[config.mk]
export PLATFORM = sky130hd
export DESIGN_NAME = bdiv12x6_seq_flat
export DESIGN_NICKNAME = d
export VERILOG_FILES = /design/src/rtl/bdiv12x6_seq_pkg.sv /design/src/rtl/bdiv12x6_seq_if.sv /design/src/rtl/bdiv12x6_seq_step.sv /design/src/rtl/bdiv12x6_seq.sv /design/src/flat_wrapper.sv
export SDC_FILE = /design/constraint.sdc
export NUM_CORES = 1
export LEC_CHECK = 0
export CAP_MARGIN = 25
export CORE_MARGIN = 3
export CORE_UTILIZATION = 55
export CTS_BUF_LIST = sky130_fd_sc_hd__clkbuf_4
export CTS_CLUSTER_DIAMETER = 100
export DETAILED_ROUTE_END_ITERATION = 12
export GPL_ROUTABILITY_DRIVEN = 0
export GPL_TIMING_DRIVEN = 0
export PLACE_DENSITY = 0.84
export SYNTH_ARGS = -nofsm -noshare
export SYNTH_HDL_FRONTEND = slang
export SYNTH_SLANG_ARGS = --single-unit
export TNS_END_PERCENT = 20
[constraint.sdc]
create_clock -name clk -period 5.8 [get_ports clk]
set_input_delay 0.87 -clock clk [delete_from_list [all_inputs] [get_ports clk]]
set_output_delay 0.87 -clock clk [all_outputs]
set_load 0.05 [all_outputs]
[src/rtl/bdiv12x6_seq_pkg.sv]
// Shared types and sizing helpers for the sequential 12/6 restoring divider.
// Imported by the interface, the datapath step and the top-level FSM.
package bdiv_pkg;

  localparam int W_DEF = 6;
  localparam int DW = 2 * W_DEF;

  typedef enum logic [1:0] {
    IDLE,
    CALC,
    DONE
  } state_t;

  // A one-bit counter is still needed when the divider degenerates to W=1.
  function automatic int cnt_width(input int w);
    return (w > 1) ? $clog2(w) : 1;
  endfunction

endpackage

[src/rtl/bdiv12x6_seq_if.sv]
// Operand/result handshake bundle for the divider.
// The master drives operands and out_ready; the slave (divider) drives results.
interface bdiv12x6_seq_if #(parameter int W = bdiv_pkg::W_DEF);

  logic           in_valid;
  logic           in_ready;
  logic [2*W-1:0] P;
  logic [W-1:0]   B;
  logic           out_valid;
  logic           out_ready;
  logic [W-1:0]   Q;
  logic [W-1:0]   R;
  logic           ovf;
  logic           dbz;

  modport master (
    output in_valid, P, B, out_ready,
    input  in_ready, out_valid, Q, R, ovf, dbz
  );

  modport slave (
    input  in_valid, P, B, out_ready,
    output in_ready, out_valid, Q, R, ovf, dbz
  );

endinterface

[src/rtl/bdiv12x6_seq_step.sv]
// One restoring-division step: shift in the next dividend bit, trial-subtract B,
// and keep the difference only when it does not borrow.
module bdiv_step #(
  parameter int W = 6
) (
  input  logic [W:0]   rem_in,
  input  logic         bit_in,
  input  logic [W-1:0] b,
  output logic [W:0]   rem_out,
  output logic         q_bit
);

  logic [W+1:0] shifted;

  // The remainder stays below B, so a successful subtract always fits in W+1 bits.
  always_comb begin
    shifted = {rem_in, bit_in};
    q_bit   = (shifted >= {2'b00, b});
    rem_out = q_bit ? (shifted[W:0] - {1'b0, b}) : shifted[W:0];
  end

endmodule

[src/rtl/bdiv12x6_seq.sv]
// Sequential unsigned restoring divider: 2W-bit dividend by W-bit divisor,
// one quotient bit per cycle, valid/ready handshake on both sides.
module bdiv12x6_seq
  import bdiv_pkg::*;
#(
  parameter int W = W_DEF
) (
  input logic           clk,
  input logic           rst,
  bdiv12x6_seq_if.slave bus
);

  localparam int CW = cnt_width(W);
  localparam int PW = 2 * W;

  state_t         state;
  state_t         state_next;
  logic [W-1:0]   b_reg;
  logic [W-1:0]   dvd_reg;
  logic [W-1:0]   q_reg;
  logic [W:0]     rem_reg;
  logic [CW-1:0]  cnt_reg;
  logic           ovf_reg;
  logic           dbz_reg;
  logic           out_valid_reg;

  logic           is_zero;
  logic           is_ovf;
  logic           in_ready_c;
  logic           accept;
  logic           arm_valid;
  logic           release_c;
  logic [W:0]     rem_step;
  logic           step_bit;

  assign is_zero = (bus.B == '0);
  assign is_ovf  = (bus.P[PW-1:W] >= bus.B);

  bdiv_step #(.W(W)) u_step (
    .rem_in  (rem_reg),
    .bit_in  (dvd_reg[W-1]),
    .b       (b_reg),
    .rem_out (rem_step),
    .q_bit   (step_bit)
  );

  always_ff @(posedge clk or posedge rst) begin
    if (rst) state <= IDLE;
    else     state <= state_next;
  end

  // Flagged operations skip CALC entirely; results are held until consumed.
  always_comb begin
    state_next = state;
    unique case (state)
      IDLE: if (bus.in_valid) state_next = (is_zero || is_ovf) ? DONE : CALC;
      CALC: if (cnt_reg == '0) state_next = DONE;
      DONE: if (out_valid_reg && bus.out_ready) state_next = IDLE;
      default: state_next = IDLE;
    endcase
  end

  always_comb begin
    in_ready_c = 1'b0;
    accept     = 1'b0;
    arm_valid  = 1'b0;
    release_c  = 1'b0;
    unique case (state)
      IDLE: begin
        in_ready_c = 1'b1;
        accept     = bus.in_valid;
      end
      DONE: begin
        arm_valid = !out_valid_reg;
        release_c = out_valid_reg && bus.out_ready;
      end
      default: ;
    endcase
  end

  // out_valid is registered, so it rises one cycle after the FSM reaches DONE.
  always_ff @(posedge clk or posedge rst) begin
    if (rst) begin
      b_reg         <= '0;
      dvd_reg       <= '0;
      q_reg         <= '0;
      rem_reg       <= '0;
      cnt_reg       <= '0;
      ovf_reg       <= 1'b0;
      dbz_reg       <= 1'b0;
      out_valid_reg <= 1'b0;
    end else begin
      if (accept) begin
        b_reg   <= bus.B;
        dbz_reg <= is_zero;
        ovf_reg <= !is_zero && is_ovf;
        if (is_zero || is_ovf) begin
          q_reg   <= '1;
          rem_reg <= '0;
          dvd_reg <= '0;
          cnt_reg <= '0;
        end else begin
          q_reg   <= '0;
          rem_reg <= {1'b0, bus.P[PW-1:W]};
          dvd_reg <= bus.P[W-1:0];
          cnt_reg <= CW'(W - 1);
        end
      end else if (state == CALC) begin
        rem_reg <= rem_step;
        dvd_reg <= {dvd_reg[W-2:0], 1'b0};
        q_reg   <= {q_reg[W-2:0], step_bit};
        if (cnt_reg != '0) cnt_reg <= cnt_reg - 1'b1;
      end
      if (arm_valid)      out_valid_reg <= 1'b1;
      else if (release_c) out_valid_reg <= 1'b0;
    end
  end

  assign bus.in_ready  = in_ready_c;
  assign bus.out_valid = out_valid_reg;
  assign bus.Q         = q_reg;
  assign bus.R         = rem_reg[W-1:0];
  assign bus.ovf       = ovf_reg;
  assign bus.dbz       = dbz_reg;

endmodule
[src/flat_wrapper.sv]
// flat-port wrapper written by rule: the top's interface ports become plain ports
module bdiv12x6_seq_flat import bdiv_pkg::*;
#(
  parameter int W = W_DEF
)
  (clk, rst, bus_in_valid, bus_P, bus_B, bus_out_ready, bus_in_ready, bus_out_valid, bus_Q, bus_R, bus_ovf, bus_dbz);
  bdiv12x6_seq_if #(.W(W)) bus_i ();
  input logic clk;
  input logic rst;
  input wire logic [$bits(bus_i.in_valid)-1:0] bus_in_valid;
  input wire logic [$bits(bus_i.P)-1:0] bus_P;
  input wire logic [$bits(bus_i.B)-1:0] bus_B;
  input wire logic [$bits(bus_i.out_ready)-1:0] bus_out_ready;
  output wire logic [$bits(bus_i.in_ready)-1:0] bus_in_ready;
  output wire logic [$bits(bus_i.out_valid)-1:0] bus_out_valid;
  output wire logic [$bits(bus_i.Q)-1:0] bus_Q;
  output wire logic [$bits(bus_i.R)-1:0] bus_R;
  output wire logic [$bits(bus_i.ovf)-1:0] bus_ovf;
  output wire logic [$bits(bus_i.dbz)-1:0] bus_dbz;
  assign bus_i.in_valid = bus_in_valid;
  assign bus_i.P = bus_P;
  assign bus_i.B = bus_B;
  assign bus_i.out_ready = bus_out_ready;
  assign bus_in_ready = bus_i.in_ready;
  assign bus_out_valid = bus_i.out_valid;
  assign bus_Q = bus_i.Q;
  assign bus_R = bus_i.R;
  assign bus_ovf = bus_i.ovf;
  assign bus_dbz = bus_i.dbz;
  bdiv12x6_seq #(.W(W)) u_core (.clk(clk), .rst(rst), .bus(bus_i));
endmodule
==> summary.md <==
| Metric | Value |
|---|---|
| GRT overflow | `0` |
| Syn nets | `262` |
| Req. time, crit path | `6080 ps` |
| Via count | `1829` |
| Pins Over Slew Limit | `0` |
| Most area-hungry cell type in the Yosys netlist | `dfrtp_1` |
| Fin. Hold Viols | `0` |
| Clock Tree Root | `clkbuf_4` |
| Hold WC Path Type | `reg2reg` |
| Final Critical Period | `3320 ps` |
| Final setup viols | `0` |
| CP max-delay cell | `a211oi_1` |
| CTS tree | `built` |
| Nets | `307` |
| # hold bufs at CTS | `0` |
| # resized after CTS | `0` |
| GRT Util Overall | `0.257` |
| Leak Pwr | `1.19 nW` |
| Num CTS Buffers | `5` |
| First-pass GRT wire length | `8.25 mm` |
| CP max FO | `10` |
| Antenna diode count | `0` |
| Vias per std cell | `5.77` |
| Die ar. | `4420 µm²` |
| CP Class | `in2reg` |
| Via count of the first global-routing pass | `1767` |
| Synth area leaders | `dfrtp_1 41%, ha_1 8.7%, nand2_1 6.7%` |
| Drt wl/cell | `15.6 µm` |
| Clock latency on the worst-skew pair | `350 ps` |
| Die Y-Extent | `66.5 µm` |
| Clock Path Buffers | `2` |
| Max Cap Violations | `0` |
| CTS sink count | `33` |
| Synth async-reset ratio | `1.00` |
| DRT Pass-1 Iters | `4` |
| Yosys warnings | `0` |
| Initial Utilization | `0.585` |
| Initial antenna violation count | `0` |
| Least-Margin Pin Slew | `592 ps` |
| DRC | `0` |
| Avg Cell Area, Syn | `8.94 µm²` |
| Worst rel slew slack | `0.603` |
| IO buf count | `37` |
| Post-DRT Antenna Nets | `0` |
| DR iter-0 viols | `187` |
| Post-Syn Instances | `225` |
| Core Area | `3440 µm²` |
| Sw Ratio | `0.488` |
| Post-DP HPWL | `3.63 mm` |
| Count of flip-flops with a built-in enable after synthesis | `0` |
| Yosys top cell area share | `0.410` |
| H-tree depth | `2` |
| Delay-heaviest family, CP | `buffers and inverters` |
| Power per standard cell area | `638 nW/µm²` |
| Setup TNS | `0 ps` |
| Sequential area share after synthesis | `0.410` |
| Crit path largest cell delay | `530 ps` |
| RSZ-0062 raised after global routing | `no` |
| Power share of the sequential group | `0.254` |
| Worst VDD drop | `366 µV` |
| Combinational power share | `0.640` |
| Clock power frac | `0.106` |
| Psw | `0.792 mW` |
| Max frequency | `301 MHz` |
| Worst Path Buf+Inv | `4` |
| Synthesis-stage register bit count | `33` |
| Layout cells sized above 1 | `0.0849` |
| Largest net degree at the start of global routing | `25` |
| Critical Path Start Type | `input port` |
| Crit path DAT | `3590 ps` |
| CTS clock-pin slew for the worst setup and hold paths | `110 ps` |
| Setup crit end kind | `flip-flop` |
| Area Growth Syn to Fin | `26.6%` |
| Chip width | `66.5 µm` |
| Status | `finished clean` |
| Boundary pin count | `38` |
| Crit path cell chain | `clkdlybuf4s50_1 > inv_1 > ha_1 > a21oi_1 > o21ai_0 > a211oi_1 > and3_1 > clkbuf_1 > buf_2 > nand2_1 > o21ai_1` |
| Post-synth top flop | `dfrtp_1` |
| Internal Power | `0.832 mW` |
| # rows | `21` |
| Mapped Area | `2010 µm²` |
| Clock Skews | `6.83 ps` |
| Post-CTS setup buffer count | `0` |
| Post-Route WL | `4.94 mm` |
| Final period util | `0.572` |
| Post-synth cell types | `43` |
| Layout Utilization | `0.740` |
| Largest register FFs | `7` |
==> layer usage <==
metal  vias to the layer above  track usage  wire [µm]
li1                        873            -          -
met1                       855        0.318       2040
met2                        79        0.398       2360
met3                        22       0.0708        331
met4                         0        0.152        204
met5                         -            0          0
==> cells in the mapped netlist (all sizes together) (4+ instances only) <==
library cell  instances
nand2                36
dfrtp                33
o21ai                23
inv                  18
a21oi                14
ha                   14
nor2                 13
buf                  10
mux2i                 7
clkbuf                6
a31oi                 5
a211oi                4
nor2b                 4
nor3                  4
==> placed cells by master (no fill, tap or decap), types with 5 or more instances in the layout <==
| cell type | Yosys | layout |
|---|---|---|
| ha_1 | 14 | 14 |
| a31oi_1 | 5 | 5 |
| clkbuf_4 | 0 | 5 |
| o21ai_0 | 22 | 22 |
| a21oi_1 | 14 | 14 |
| dfrtp_1 | 33 | 33 |
| clkbuf_1 | 6 | 6 |
| inv_1 | 18 | 18 |
| nand2_1 | 36 | 36 |
| buf_4 | 6 | 6 |
| clkdlybuf4s50_1 | 0 | 37 |
| mux2i_1 | 7 | 7 |
| nor2_1 | 13 | 13 |
==> area by class of cell <==
| type | instances | area, µm² |
|---|---|---|
| buffer | 16 | 93.8 |
| clock buffer | 5 | 37.5 |
| clock inverter | 3 | 41.3 |
| fill | 256 | 896 |
| inverter | 18 | 67.6 |
| multi-input combinational | 158 | 1020 |
| sequential | 33 | 826 |
| tap | 46 | 57.6 |
| timing repair buffer | 38 | 398 |
==> power by group through the flow <==
stage | sequential, mW | combinational [mW] | clock (mW)
floorplan | 0.493 | 0.669 | 0
global placement | 0.409 | 0.986 | 0
detailed placement | 0.415 | 1.02 | 0
CTS | 0.411 | 1.03 | 0.176
global route | 0.424 | 1.14 | 0.184
finish | 0.412 | 1.04 | 0.172
==> worst paths after layout <==
path | from | end | slack, ps | depth (start not counted)
worst max-delay path | bus_B[2] | u_core.rem_reg[3] | 2480 | 11
worst min-delay path | u_core.bus.ovf | u_core.bus.ovf | 500 | 2
worst max register to register | u_core.rem_reg[4] | u_core.rem_reg[3] | 3130 | 8
worst min register to register | u_core.bus.ovf | u_core.bus.ovf | 500 | 2
max in group asynchronous | rst | u_core.bus.Q[3] | 4500 | 3
min in group asynchronous | rst | u_core.rem_reg[3] | 820 | 2
==> logic make-up after synthesis <==
group	count (synthesis)	share of synthesized area
adders and majority gates	15	0.0970
and+or+nand+nor	70	0.157
xor gates and xnor gates	2	0.00871
muxes	9	0.0460
buffers and inverters	34	0.0802
DFF	33	0.410
AOI/OAI and AO/OA	62	0.200
==> per-stage QoR <==
step	power (mW)	cells	setup slack, ps	instance area, µm²	hold WS [ps]
floorplan	1.16	225	3290	2010	450
global placement	1.39	308	2190	2440	468
detailed placement	1.43	309	2180	2470	477
CTS	1.62	317	2520	2550	507
global route	1.75	317	2320	2550	536
finish	1.62	317	2480	2550	502
==> worst reg2reg max path, cell delays in order (launching register included) <==
cell and delay, ps:
dfrtp_1 440, ha_1 330, buf_6 150, a21o_1 210
or3_4 380, a311oi_4 520, nor3_1 130, a211oi_1 290
o21ai_1 130
No activity file was read; power rests on OpenSTA's default activity.
